File: src/rtl/lsu_mem_ctrl.sv
// Load/store controller for a word-organised data memory with 1-cycle read latency.
// Converts byte/half/word accesses on byte addresses into word accesses; sub-word
// stores are done as read-modify-write. One response pulse per accepted request.
module lsu_mem_ctrl #(
    parameter int unsigned MEM_WORDS = 1024
) (
    input  logic        clk,
    input  logic        rst_n,
    input  logic        req_valid,
    output logic        req_ready,
    input  logic        req_write,
    input  logic [1:0]  req_size,
    input  logic        req_signed,
    input  logic [31:0] req_addr,
    input  logic [31:0] req_wdata,
    output logic        rsp_valid,
    output logic [31:0] rsp_rdata,
    output logic        rsp_err,
    output logic [31:0] mem_A,
    output logic [31:0] mem_WD,
    output logic        mem_MemWrite,
    input  logic [31:0] mem_RD
);

    typedef enum logic [2:0] {StIdle, StIssue, StCapture, StWr, StResp} state_e;

    localparam logic [30:0] MemWordsL = 31'(MEM_WORDS);

    state_e      state_q, state_d;
    logic [31:0] addr_q;
    logic [1:0]  size_q;
    logic        signed_q;
    logic        write_q;
    logic [31:0] wdata_q;
    logic        err_q;
    logic [31:0] rdata_q;

    logic        accept;
    logic        req_err;
    logic [31:0] load_data;
    logic [31:0] merge_data;

    assign accept = (state_q == StIdle) && req_valid;

    // Request error classification, checked against the live request at accept.
    always_comb begin
        req_err = 1'b0;
        if (req_size == 2'b11) begin
            req_err = 1'b1;
        end else if (req_size == 2'b01 && req_addr[0]) begin
            req_err = 1'b1;
        end else if (req_size == 2'b10 && req_addr[1:0] != 2'b00) begin
            req_err = 1'b1;
        end else if ({1'b0, req_addr[31:2]} >= MemWordsL) begin
            req_err = 1'b1;
        end
    end

    // Lane select and extension of the returned memory word for loads.
    always_comb begin
        logic [7:0]  b;
        logic [15:0] h;
        unique case (addr_q[1:0])
            2'd0:    b = mem_RD[7:0];
            2'd1:    b = mem_RD[15:8];
            2'd2:    b = mem_RD[23:16];
            default: b = mem_RD[31:24];
        endcase
        h = addr_q[1] ? mem_RD[31:16] : mem_RD[15:0];
        case (size_q)
            2'b00:   load_data = signed_q ? {{24{b[7]}}, b} : {24'b0, b};
            2'b01:   load_data = signed_q ? {{16{h[15]}}, h} : {16'b0, h};
            default: load_data = mem_RD;
        endcase
    end

    // Read-modify-write merge: replace the target lane(s) of the read word.
    always_comb begin
        merge_data = mem_RD;
        if (size_q == 2'b00) begin
            unique case (addr_q[1:0])
                2'd0:    merge_data[7:0]   = wdata_q[7:0];
                2'd1:    merge_data[15:8]  = wdata_q[7:0];
                2'd2:    merge_data[23:16] = wdata_q[7:0];
                default: merge_data[31:24] = wdata_q[7:0];
            endcase
        end else if (size_q == 2'b01) begin
            if (addr_q[1]) begin
                merge_data[31:16] = wdata_q[15:0];
            end else begin
                merge_data[15:0] = wdata_q[15:0];
            end
        end
    end

    // Next-state logic.
    always_comb begin
        state_d = state_q;
        case (state_q)
            StIdle: begin
                if (req_valid) begin
                    if (req_err) begin
                        state_d = StResp;
                    end else if (req_write && req_size == 2'b10) begin
                        state_d = StWr;
                    end else begin
                        state_d = StIssue;
                    end
                end
            end
            StIssue:   state_d = StCapture;
            StCapture: state_d = StResp;
            StWr:      state_d = StResp;
            StResp:    state_d = StIdle;
            default:   state_d = StIdle;
        endcase
    end

    // State register, request capture and registered load result.
    always_ff @(posedge clk or negedge rst_n) begin
        if (!rst_n) begin
            state_q  <= StIdle;
            addr_q   <= '0;
            size_q   <= '0;
            signed_q <= 1'b0;
            write_q  <= 1'b0;
            wdata_q  <= '0;
            err_q    <= 1'b0;
            rdata_q  <= '0;
        end else begin
            state_q <= state_d;
            if (accept) begin
                addr_q   <= req_addr;
                size_q   <= req_size;
                signed_q <= req_signed;
                write_q  <= req_write;
                wdata_q  <= req_wdata;
                err_q    <= req_err;
                rdata_q  <= '0;
            end else if (state_q == StCapture) begin
                rdata_q <= write_q ? '0 : load_data;
            end
        end
    end

    // Response and memory-side outputs. Write enable is gated by reset so an
    // interrupted RMW can never reach its write edge.
    always_comb begin
        req_ready    = (state_q == StIdle);
        rsp_valid    = (state_q == StResp);
        rsp_err      = (state_q == StResp) && err_q;
        rsp_rdata    = (state_q == StResp) ? rdata_q : '0;
        mem_A        = '0;
        mem_WD       = '0;
        mem_MemWrite = 1'b0;
        if (state_q == StIssue || state_q == StCapture || state_q == StWr) begin
            mem_A = {2'b00, addr_q[31:2]};
        end
        if (state_q == StWr) begin
            mem_MemWrite = rst_n;
            mem_WD       = wdata_q;
        end else if (state_q == StCapture && write_q) begin
            mem_MemWrite = rst_n;
            mem_WD       = merge_data;
        end
    end

endmodule

File: config.mk
export PLATFORM = sky130hd
export DESIGN_NAME = lsu_mem_ctrl
export DESIGN_NICKNAME = d
export VERILOG_FILES = /design/src/rtl/lsu_mem_ctrl.sv
export SDC_FILE = /design/constraint.sdc
export NUM_CORES = 1
export LEC_CHECK = 0
export ABC_CLOCK_PERIOD_IN_PS = 1700
export BUFFER_PORTS_ARGS = -buffer_cell sky130_fd_sc_hd__buf_2
export CORE_UTILIZATION = 45
export CTS_CLUSTER_SIZE = 20
export DETAILED_ROUTE_END_ITERATION = 8
export PLACE_DENSITY = 0.81
export SYNTH_ARGS = -nofsm -noshare
export SYNTH_HDL_FRONTEND = slang
export SYNTH_SLANG_ARGS = --single-unit
File: constraint.sdc
create_clock -name clk -period 1.7 [get_ports clk]
set_input_delay 0.17 -clock clk [delete_from_list [all_inputs] [get_ports clk]]
set_output_delay 0.17 -clock clk [all_outputs]
set_load 0.005 [all_outputs]
# Word level (Yosys, flattened, before mapping)

Cells that the tools add are included.

Output and inout bits: 100
Bits in registers: 104

Mux-type cells: 30
Eq/ne operators: 11
Magnitude comparators: 1
Reduce and logical (&&, ||, !) cells: 15

Operators with widths:

| kind                                                                | number |
|---|---|
| 2-to-1 mux 32 bit                                                   | 10 |
| case mux 32 bit (2 select lines)                                    | 1 |
| 2-to-1 mux 16 bit                                                   | 3 |
| 2-to-1 mux 8 bit                                                    | 4 |
| greater-or-equal comparator 30 x 11 -> 1 bit, second input constant | 1 |
| 2-to-1 mux 30 bit                                                   | 1 |
| case mux 8 bit (3 select lines)                                     | 1 |
| case mux 3 bit (3 select lines)                                     | 1 |
| == test 2 x 1 -> 1 bit, second input constant                       | 3 |
| == test 2 bit, second input constant                                | 3 |
| == test 3 x 2 -> 1 bit, second input constant                       | 2 |
| logical AND 1 bit                                                   | 6 |
| 2-to-1 mux 1 bit                                                    | 6 |
| 2-to-1 mux 3 bit                                                    | 2 |
| logical NOT 2 bit                                                   | 2 |
| nonzero test 2 bit                                                  | 2 |
| == test 3 x 1 -> 1 bit, second input constant                       | 1 |
| == test 3 bit, second input constant                                | 1 |
| logical NOT 3 bit                                                   | 1 |
| OR reduction 3 bit                                                  | 1 |
| logical OR 1 bit                                                    | 2 |
| 2-to-1 mux 2 bit                                                    | 1 |
| != test 2 bit, second input constant                                | 1 |
| OR reduction 2 bit                                                  | 1 |

# Depth between registers and ports, before layout

Gate-level depths: netlist of run 1.

Depth after elaboration: 8
Gate-level depth with buffers: 7
Depth with buffers taken out: 4

# Worst setup path after synthesis of run 1

No wires, ideal clock.

Path type: register to register
From: register state_q[0]
To: register addr_q[10]
Cell stages (with the launch flop): 6
Data required time: 1.575 ns
Setup time: 0.125 ns
Data arrival time: 1.549 ns
Path slack: 0.026 ns
Cell sequence: dfrtp_1 > buf_2 > nand2b_1 > nor3_4 > buf_2 > mux2_2

Cells in the longest elaborated chain, start to end: 2

Ends and longest elaborated chain:

| element                | RTL line | text |
|---|---|---|
| start, declared        | 29       | `state_e state_q, state_d;` |
| start signal, assigned | 122      | `state_q <= StIdle;` |
| start signal, assigned | 131      | `state_q <= state_d;` |
| logical NOT 3 bit      | 43       | `assign accept = (state_q == StIdle) && req_valid;` |
| logical AND 1 bit      | 43       |  |
| end signal, assigned   | 133      | `addr_q <= req_addr;` |
| end, declared          | 30       | `logic [31:0] addr_q;` |

Every way passes these cells.
A chain may end at the register's enable or synchronous reset.

# Worst setup path in the final report of run 1

From: register state_q[1]
To: output mem_WD[4]

Cells in the longest elaborated chain, start to end: 4

Ends and longest elaborated chain:

| element                | RTL line | text |
|---|---|---|
| == test 3 x 2 -> 1 bit | 162      | `end else if (state_q == StCapture && write_q) begin` |
| logical AND 1 bit      | 162      |  |
| 2-to-1 mux 32 bit      | 162      |  |
| 2-to-1 mux 32 bit *    | 159      | `if (state_q == StWr) begin` |
| end, declared          | 20       | `output logic [31:0] mem_WD,` |

Mark *: on every way between the ends. The rest lies on a longest branch, timed or not.

==> reports/results.txt, run 1 <==
Clock slew at reported path FFs -> 0.08 ns
Yosys Warn Count -> 0
Clock tree from TritonCTS -> built
Final setup violation count -> 198
Routed Wire Length -> 23,400 µm
Max-slew violations -> 0
Count of boundary I/O pins -> 203
Clock root buffer -> clkbuf_16
Die outline height -> 114 µm
Max-cap check violation count -> 0
Layout overhead on the synthesized area -> 53.0%
Post-route worst setup slack -> -0.459 ns
Remaining design rule violation count -> 0
Number of distinct library cells after synthesis -> 51
Fraction of layout cells with a size suffix above 1 -> 58.1%
Total global routing overflow -> 0
Half-perimeter wire length of the detailed placement result -> 13,400 µm
Critical path data arrival time -> 1.99 ns
Worst-Margin Slew -> 0.577 ns
Number of synthesized flops with an enable pin -> 0
CP max-delay cell -> or3b_4
Path type of the worst min-delay path -> input pin to register
Tot Pwr -> 6.86 mW
Power density over the cells -> 791 nW/µm²
Placer's final routability congestion estimate -> 0.907
Worst-skew pair later-pin latency -> 0.35 ns
Peak ir drop on the vdd network -> 642 µV
Violated checks -> negative setup slack
Initial antenna violation count -> 1
Vias in the first global route -> 5,692
CTS Buf Count -> 9
Pre-antenna DRT Iters -> 5
Overall track demand over capacity in global routing -> 32.9%
Predominant post-synthesis flop cell -> dfrtp_1
Die outline area -> 13,000 µm²
Final number of hold-violating endpoints -> 0
Commonest cells after routing, fill and taps aside -> buf_2, dfrtp_1, mux2_2, mux2_4
DP Area -> 6970 µm²
Setup skew after layout -> 0.0141 ns
Most common cell after layout, fill and taps aside -> buf_2
Type of origin of the critical path -> register
Clock Sinks -> 104
Iteration-0 DRC Markers -> 727
Cells along the critical path -> buf_6 -> nand2b_4 -> or3b_4 -> a21oi_4 -> a22o_1 -> buf_2
Initial core utilization -> 46.6%
Number of rows in the core area -> 40
Type of the worst setup path -> register to output pin
Final clock period utilization by the worst path -> 127%
Final nets -> 886
Register area share after synthesis -> 45.9%
Maximum buffer depth of the clock tree -> 2
Kind of end point of the critical path -> output pin
Data required time of the critical path -> 1.53 ns
Vias per cell -> 6.28
First-pass GRT wire length -> 32,100 µm
Max transition margin -> 61.6%
Final non-filler cell area -> 8670 µm²
Crit path max fanout -> 8
LEAKAGE -> 4.28 nW
Synthesis-stage register bit count -> 104
Routed wire per std cell -> 24.5 µm
Port Buffer Count -> 200
Largest stage delay on the critical path -> 0.41 ns
Placeable Area -> 12,200 µm²
Run status -> complete, but fails checks
Async SR Flop Fraction -> 100%
Time the final worst path needs with I/O delays and setup -> 2.16 ns
Maximum number of pins on one net before global-route repair -> 105
Detailed-route via count -> 6,014
Maximum clock frequency -> 463 MHz
Syn_area_per_cell -> 10.7 µm²
Depth of the CTS H-tree -> 3
RSZ-0062 raised after global routing -> true
Combined area of all synthesized cells -> 5670 µm²
Synthesized instance count -> 528
Die span in x -> 114 µm
Antenna-violating nets left -> 0
[layout make-up]
class | count | area, µm²
sequential | 104 | 2610
multi-input combinational | 376 | 3250
tap | 168 | 210
clock buffer | 12 | 256
inverter | 2 | 7.51
clock inverter | 4 | 73.8
antenna | 1 | 2.50
fill | 797 | 3490
timing repair buffer | 290 | 2270
[critical path, delay by kind of cell (launching register included)]
family / cells / cell delay [ns]
AOI/OAI and AO/OA: 2 / 0.53
buffers and inverters: 2 / 0.25
DFF: 1 / 0.40
and+or+nand+nor: 2 / 0.46
[logic make-up (layout without fill, tap and decap cells)]
kind of cell,Yosys count,after routing,share of synthesized area (%)
flip-flops,104,104,45.9
AND/OR/NAND/NOR,148,148,15.4
AO/OA/AOI/OAI,143,143,17.8
multiplexers,83,83,16.5
other,1,3,0.0662
buffers and inverters,49,308,4.30
[Yosys cell counts, types with 2 or more instances]
cell type / instances / area, µm²
a31oi_1: 8 / 50.1
mux2i_1: 8 / 80.1
and3_1: 33 / 206
and2_1: 33 / 206
o21a_1: 2 / 15.0
a22oi_1: 14 / 105
buf_2: 20 / 100
nor2_1: 8 / 30.0
a22o_1: 10 / 87.6
nor4_1: 5 / 31.3
clkbuf_1: 18 / 67.6
a21oi_1: 10 / 50.1
a221o_1: 16 / 160
nor3_1: 3 / 15.0
o211ai_1: 8 / 60.1
o21ai_1: 5 / 25.0
nand2_1: 31 / 116
mux2_2: 70 / 788
o22ai_1: 9 / 56.3
mux2_1: 4 / 45.0
buf_6: 2 / 22.5
dfrtp_1: 104 / 2600
a32oi_1: 7 / 61.3
or3_1: 2 / 12.5
buf_4: 5 / 37.5
nand2b_1: 4 / 25.0
nor2b_1: 17 / 106
a31o_2: 2 / 17.5
inv_1: 2 / 7.51
o21ai_0: 40 / 200
a2bb2oi_1: 8 / 70.1
[flip-flops by register name, indices dropped and copies added (netlist names)]
signal / flops
addr_q: 32
err_q: 1
rdata_q: 32
signed_q: 1
size_q: 2
state_q: 3
wdata_q: 32
write_q: 1
[final timing paths]
kind	from	endpoint	slack [ns]	depth (start not counted)
max in group asynchronous	rst_n	addr_q[0]	0.76	3
max	state_q[1]	mem_WD[4]	-0.46	6
min	req_signed	signed_q	0.04	3
max reg2reg	state_q[0]	wdata_q[1]	-0.40	9
min in group asynchronous	rst_n	size_q[0]	0.47	3
min reg2reg	wdata_q[30]	wdata_q[30]	0.51	1
[where the power goes]
| group | switching [mW] | leakage [nW] | internal (mW) | total, mW |
|---|---|---|---|---|
| registers | 0.233 | 1.29 | 2.72 | 2.95 |
| clock network | 0.962 | 0.163 | 1.38 | 2.34 |
| logic | 0.765 | 2.83 | 0.808 | 1.57 |
[stage by stage]
stage / util [%] / TNS (ns) / std cells / hold WS [ns] / setup slack, ns
after floorplan: - / 0 / 529 / -0.126 / 0.0264
after global placement: 57.3 / -0.284 / 884 / 0.324 / -0.0566
after detailed placement: 57.3 / -3.90 / 884 / 0.334 / -0.163
after CTS: 67.0 / -32.37 / 936 / 0.0408 / -0.351
after global routing: 71.3 / -69.71 / 957 / 0.0506 / -0.504
final: 71.3 / -64.13 / 957 / 0.0375 / -0.459
[per-layer routing]
layer | wire length [µm] | GRT usage (%) | vias to the layer above | part of all wire (%)
li1 | - | - | 2489 | -
met1 | 8990 | 43.1 | 2973 | 38
met2 | 11100 | 52.9 | 451 | 47
met3 | 2180 | 5.61 | 101 | 9.3
met4 | 1130 | 16.1 | 0 | 4.8
met5 | 0 | 0 | - | 0
[repair_timing]
item	CTS	global route
resized for setup	128	86
endpoints found under the hold margin	104	0
setup endpoints to repair	159	198
gates cloned	13	10
pin swaps	40	26
buffers inserted	23	15
hold buffers	1	0
Power figures use the tool's default switching activity.
==> run 2: changes to the inputs <==
--- a/config.mk
+++ b/config.mk
@@ -5,12 +5,14 @@
 export SDC_FILE = /design/constraint.sdc
 export NUM_CORES = 1
 export LEC_CHECK = 0
+export ABC_AREA = 1
 export ABC_CLOCK_PERIOD_IN_PS = 1700
 export BUFFER_PORTS_ARGS = -buffer_cell sky130_fd_sc_hd__buf_2
-export CORE_UTILIZATION = 45
+export CORE_UTILIZATION = 47
 export CTS_CLUSTER_SIZE = 20
 export DETAILED_ROUTE_END_ITERATION = 8
-export PLACE_DENSITY = 0.81
+export PLACE_DENSITY = 0.83
+export REMOVE_ABC_BUFFERS = 1
 export SYNTH_ARGS = -nofsm -noshare
 export SYNTH_HDL_FRONTEND = slang
 export SYNTH_SLANG_ARGS = --single-unit
==> reports/results.txt, run 2 <==
Overall track demand over capacity in global routing -> 30.0% (was 32.9%)
Setup skew after layout -> 0.00627 ns (was 0.0141 ns)
Max-slew violations -> 0 (unchanged)
Area contributors post-synth -> dfrtp_1, nand2_1, nor2_1 (was dfrtp_1, mux2_2, and2_1)
Fin cells -> 1,344 (was 957)
Register share of total power -> 41.6% (was 43.0%)
Predominant post-synthesis flop cell -> dfrtp_1 (unchanged)
Proportion of synthesized area in mux cells -> 0% (was 16.5%)
Number of rows in the core area -> 41 (was 40)
Area fraction in compound gates after synthesis -> 13.7% (was 17.8%)
Final setup violation count -> 96 (was 198)
Proportion of netlist area held by the largest area contributor -> 41.8% (was 45.9%)
Worst-Margin Slew -> 0.571 ns (was 0.577 ns)
Largest stage delay on the critical path -> 0.36 ns (was 0.41 ns)
Final total negative setup slack -> -16.48 ns (was -64.13 ns)
LEAKAGE -> 4.67 nW (was 4.28 nW)
Number of synthesized flops with an enable pin -> 0 (unchanged)
Run status -> complete, but fails checks (unchanged)
Placeable Area -> 12,800 µm² (was 12,200 µm²)
First-pass GRT wire length -> 31,100 µm (was 32,100 µm)
Crit path buf inv count -> 4 (was 2)
Top cell types by occurrence after synthesis -> nand2_1, nor2_1, inv_1, dfrtp_1, o21ai_0 (was dfrtp_1, mux2_2, o21ai_0, and2_1, and3_1)
Critical path data arrival time -> 1.93 ns (was 1.99 ns)
Register area share after synthesis -> 41.8% (was 45.9%)
RSZ-0062 raised after global routing -> true (unchanged)
Area share of xor/xnor cells in the synthesized design -> 0% (unchanged)
Worst-case setup slack after placement -> -0.0274 ns (was -0.163 ns)
Vias per cell -> 5.26 (was 6.28)
Fraction of power consumed by the clock network -> 32.8% (was 34.1%)
Max-cap check violation count -> 0 (unchanged)
Library cell occupying the most area in the post-synthesis netlist -> dfrtp_1 (unchanged)
Iteration-0 DRC Markers -> 683 (was 727)
Largest registers -> addr_q (32), rdata_q (32), wdata_q (32) (unchanged)
Peak ir drop on the vdd network -> 591 µV (was 642 µV)
Startpoint of the worst register-to-register path -> state_q[1] (was state_q[0])
Combinational fraction of design power -> 25.6% (was 22.9%)
Path type of the worst min-delay path -> input pin to register (unchanged)
CTS Buf Count -> 9 (unchanged)
NetSw -> 2.22 mW (was 1.96 mW)
Worst R2R End -> wdata_q[8] (was wdata_q[1])
Placer's final routability congestion estimate -> 0.941 (was 0.907)
Internal power consumption -> 4.70 mW (was 4.90 mW)
Placed instance count -> 1,291 (was 884)
Number of distinct library cells after synthesis -> 33 (was 51)
Clock slew at reported path FFs -> 0.07 ns (was 0.08 ns)
CP max-delay cell -> dfrtp_1 (was or3b_4)
Detailed-route via count -> 7,073 (was 6,014)
Yosys Warn Count -> 0 (unchanged)
Final nets -> 1,270 (was 886)
Layout overhead on the synthesized area -> 38.3% (was 53.0%)
Switching Fraction -> 32.1% (was 28.6%)
Half-perimeter wire length of the detailed placement result -> 14,400 µm (was 13,400 µm)
Synthesized instance count -> 923 (was 528)
Maximum number of pins on one net before global-route repair -> 91 (was 105)
Worst hold margin -> 0.0101 ns (was 0.0375 ns)
Initial core utilization -> 48.7% (was 46.6%)
Async SR Flop Fraction -> 100% (unchanged)
Time the final worst path needs with I/O delays and setup -> 2.10 ns (was 2.16 ns)
Clock root buffer -> clkbuf_16 (unchanged)
Routed wire per std cell -> 15.7 µm (was 24.5 µm)
Antenna-violating nets left -> 0 (unchanged)
Max transition margin -> 61.9% (was 61.6%)
Crit path max fanout -> 7 (was 8)
Total global routing overflow -> 0 (unchanged)
Die outline area -> 13,700 µm² (was 13,000 µm²)
Type of the worst setup path -> register to output pin (unchanged)
Die outline height -> 117 µm (was 114 µm)
Clock tree from TritonCTS -> built (unchanged)
Adder-cell share of the synthesized area -> 0% (unchanged)
Type of origin of the critical path -> register (unchanged)
Clock Sinks -> 104 (unchanged)
Depth of the CTS H-tree -> 3 (unchanged)
Fraction of layout cells with a size suffix above 1 -> 31.8% (was 58.1%)
Remaining design rule violation count -> 0 (unchanged)
Reg2Reg Setup Slack -> 0.06 ns (was -0.40 ns)
Combined area of all synthesized cells -> 6220 µm² (was 5670 µm²)
Top cell family by delay on the critical path -> simple AND/OR/NAND/NOR gates (was compound AO/OA/AOI/OAI gates)
Count leader, synth -> nand2_1 (was dfrtp_1)
Final clock period utilization by the worst path -> 123% (was 127%)
Diode count -> 0 (was 1)
Port Buffer Count -> 200 (unchanged)
Violated checks -> negative setup slack (unchanged)
Vias in the first global route -> 6,454 (was 5,692)
Die span in x -> 117 µm (was 114 µm)
Count of cells along the worst register-to-register path -> 10 (was 9)
Pre-antenna DRT Iters -> 6 (was 5)
Data required time of the critical path -> 1.53 ns (about the same)
Tot Pwr -> 6.92 mW (was 6.86 mW)
Most common cell after layout, fill and taps aside -> nand2_1 (was buf_2)
Syn_area_per_cell -> 6.74 µm² (was 10.7 µm²)
Post-route worst setup slack -> -0.395 ns (was -0.459 ns)
Initial antenna violation count -> 0 (was 1)
Maximum clock frequency -> 477 MHz (was 463 MHz)
Worst Min Path Start -> req_wdata[22] (was req_signed)
Final number of hold-violating endpoints -> 0 (unchanged)
Commonest cells after routing, fill and taps aside -> nand2_1, buf_2, inv_1, dfrtp_1, nor2_1 (was buf_2, dfrtp_1, mux2_2, mux2_4)
Count of boundary I/O pins -> 203 (unchanged)
Maximum buffer depth of the clock tree -> 2 (unchanged)
Cells along the critical path -> inv_2 -> nor2_4 -> nand2_2 -> nor2_4 -> clkinvlp_4 -> buf_6 -> a31oi_1 -> nand2_1 -> nand2_1 -> buf_2 (was buf_6 -> nand2b_4 -> or3b_4 -> a21oi_4 -> a22o_1 -> buf_2)
Terminating pin of the worst hold path -> wdata_q[22] (was signed_q)
Kind of end point of the critical path -> output pin (unchanged)
Hold Path Depth -> 3 (unchanged)
Worst-skew pair later-pin latency -> 0.35 ns (about the same)
Main combinational cell family by area after synthesis -> simple AND/OR/NAND/NOR gates (was compound AO/OA/AOI/OAI gates)
Routed Wire Length -> 21,100 µm (was 23,400 µm)
Simple logic cell fraction of the synthesized area -> 33.1% (was 15.4%)
Power density over the cells -> 804 nW/µm² (was 791 nW/µm²)
Synthesis-stage register bit count -> 104 (unchanged)
==> run 2: changes by cell type in the layout (fill, tap and decap cells not counted), moves of 28 or more <==
cell,before,now
o21ai_0,1,55
mux2_2,42,0
and3_1,28,0
nand3_1,0,37
nand2_1,23,320
inv_1,2,103
mux2_4,32,0
nor2_1,6,91
==> run 2: power by group through the flow <==
stage          Combinational, mW  Clock [mW]  Sequential, mW
6_report                    1.77        2.27            2.88
5_1_grt                     1.94        2.40            2.90
4_1_cts                     1.55        2.30            2.87
3_5_place_dp                1.48           0            2.90
3_3_place_gp                1.45           0            2.90
2_1_floorplan              0.839           0            2.89
==> run 2: logic make-up after synthesis <==
group	after synthesis
buffers and inverters	165
other	1
flip-flops	104
AO/OA/AOI/OAI	148
AND/OR/NAND/NOR	505
==> run 2: worst min-delay path, delay by kind of cell <==
family,cells,cell delay (ns)
AND/OR/NAND/NOR,2,0.09
buffers and inverters,1,0.07
==> run 2: final cells by class <==
cell class                 count  area, µm²
fill                        1086       4170
clock buffer                  11        243
clock inverter                 5       78.8
sequential                   104       2610
multi-input combinational    657       3170
tap                          172        215
inverter                     116        454
timing repair buffer         279       1830
==> run 2: worst max path at each step <==
| stage | from | end | slack (ns) | depth (start not counted) |
|---|---|---|---|---|
| 3_3_place_gp | state_q[2] | mem_WD[8] | -0.03 | 9 |
| 6_report | state_q[1] | mem_WD[24] | -0.40 | 10 |
| 3_5_place_dp | state_q[2] | mem_WD[8] | -0.03 | 9 |
| 2_1_floorplan | state_q[0] | rdata_q[0] | -0.60 | 8 |
| 4_1_cts | state_q[1] | mem_WD[25] | -0.34 | 10 |
| 5_1_grt | state_q[1] | mem_WD[25] | -0.47 | 10 |
==> run 2: metrics by stage <==
| step | util, % | cell area, µm² |
|---|---|---|
| 2_1_floorplan | - | 5950 |
| 3_3_place_gp | 59.2 | 7570 |
| 3_5_place_dp | 59.2 | 7570 |
| 4_1_cts | 64.1 | 8180 |
| 5_1_grt | 67.4 | 8610 |
| 6_report | 67.4 | 8610 |
==> run 2: metal layers <==
| layer | GRT usage, % | vias to the layer above | wire length (µm) |
|---|---|---|---|
| li1 | - | 3359 | - |
| met1 | 37.7 | 3208 | 8340 |
| met2 | 48.4 | 436 | 9740 |
| met3 | 7.88 | 70 | 2130 |
| met4 | 14.2 | 0 | 874 |
| met5 | 0 | - | 0 |
==> run 2: repair_timing <==
action | in CTS | in global routing
setup buffers | 9 | 11
hold endpoints to repair | 46 | 0
gates resized for setup | 44 | 69
pin swaps | 8 | 11
hold buffers | 11 | 0
endpoints found under the setup margin | 96 | 185
gates cloned | 1 | 6
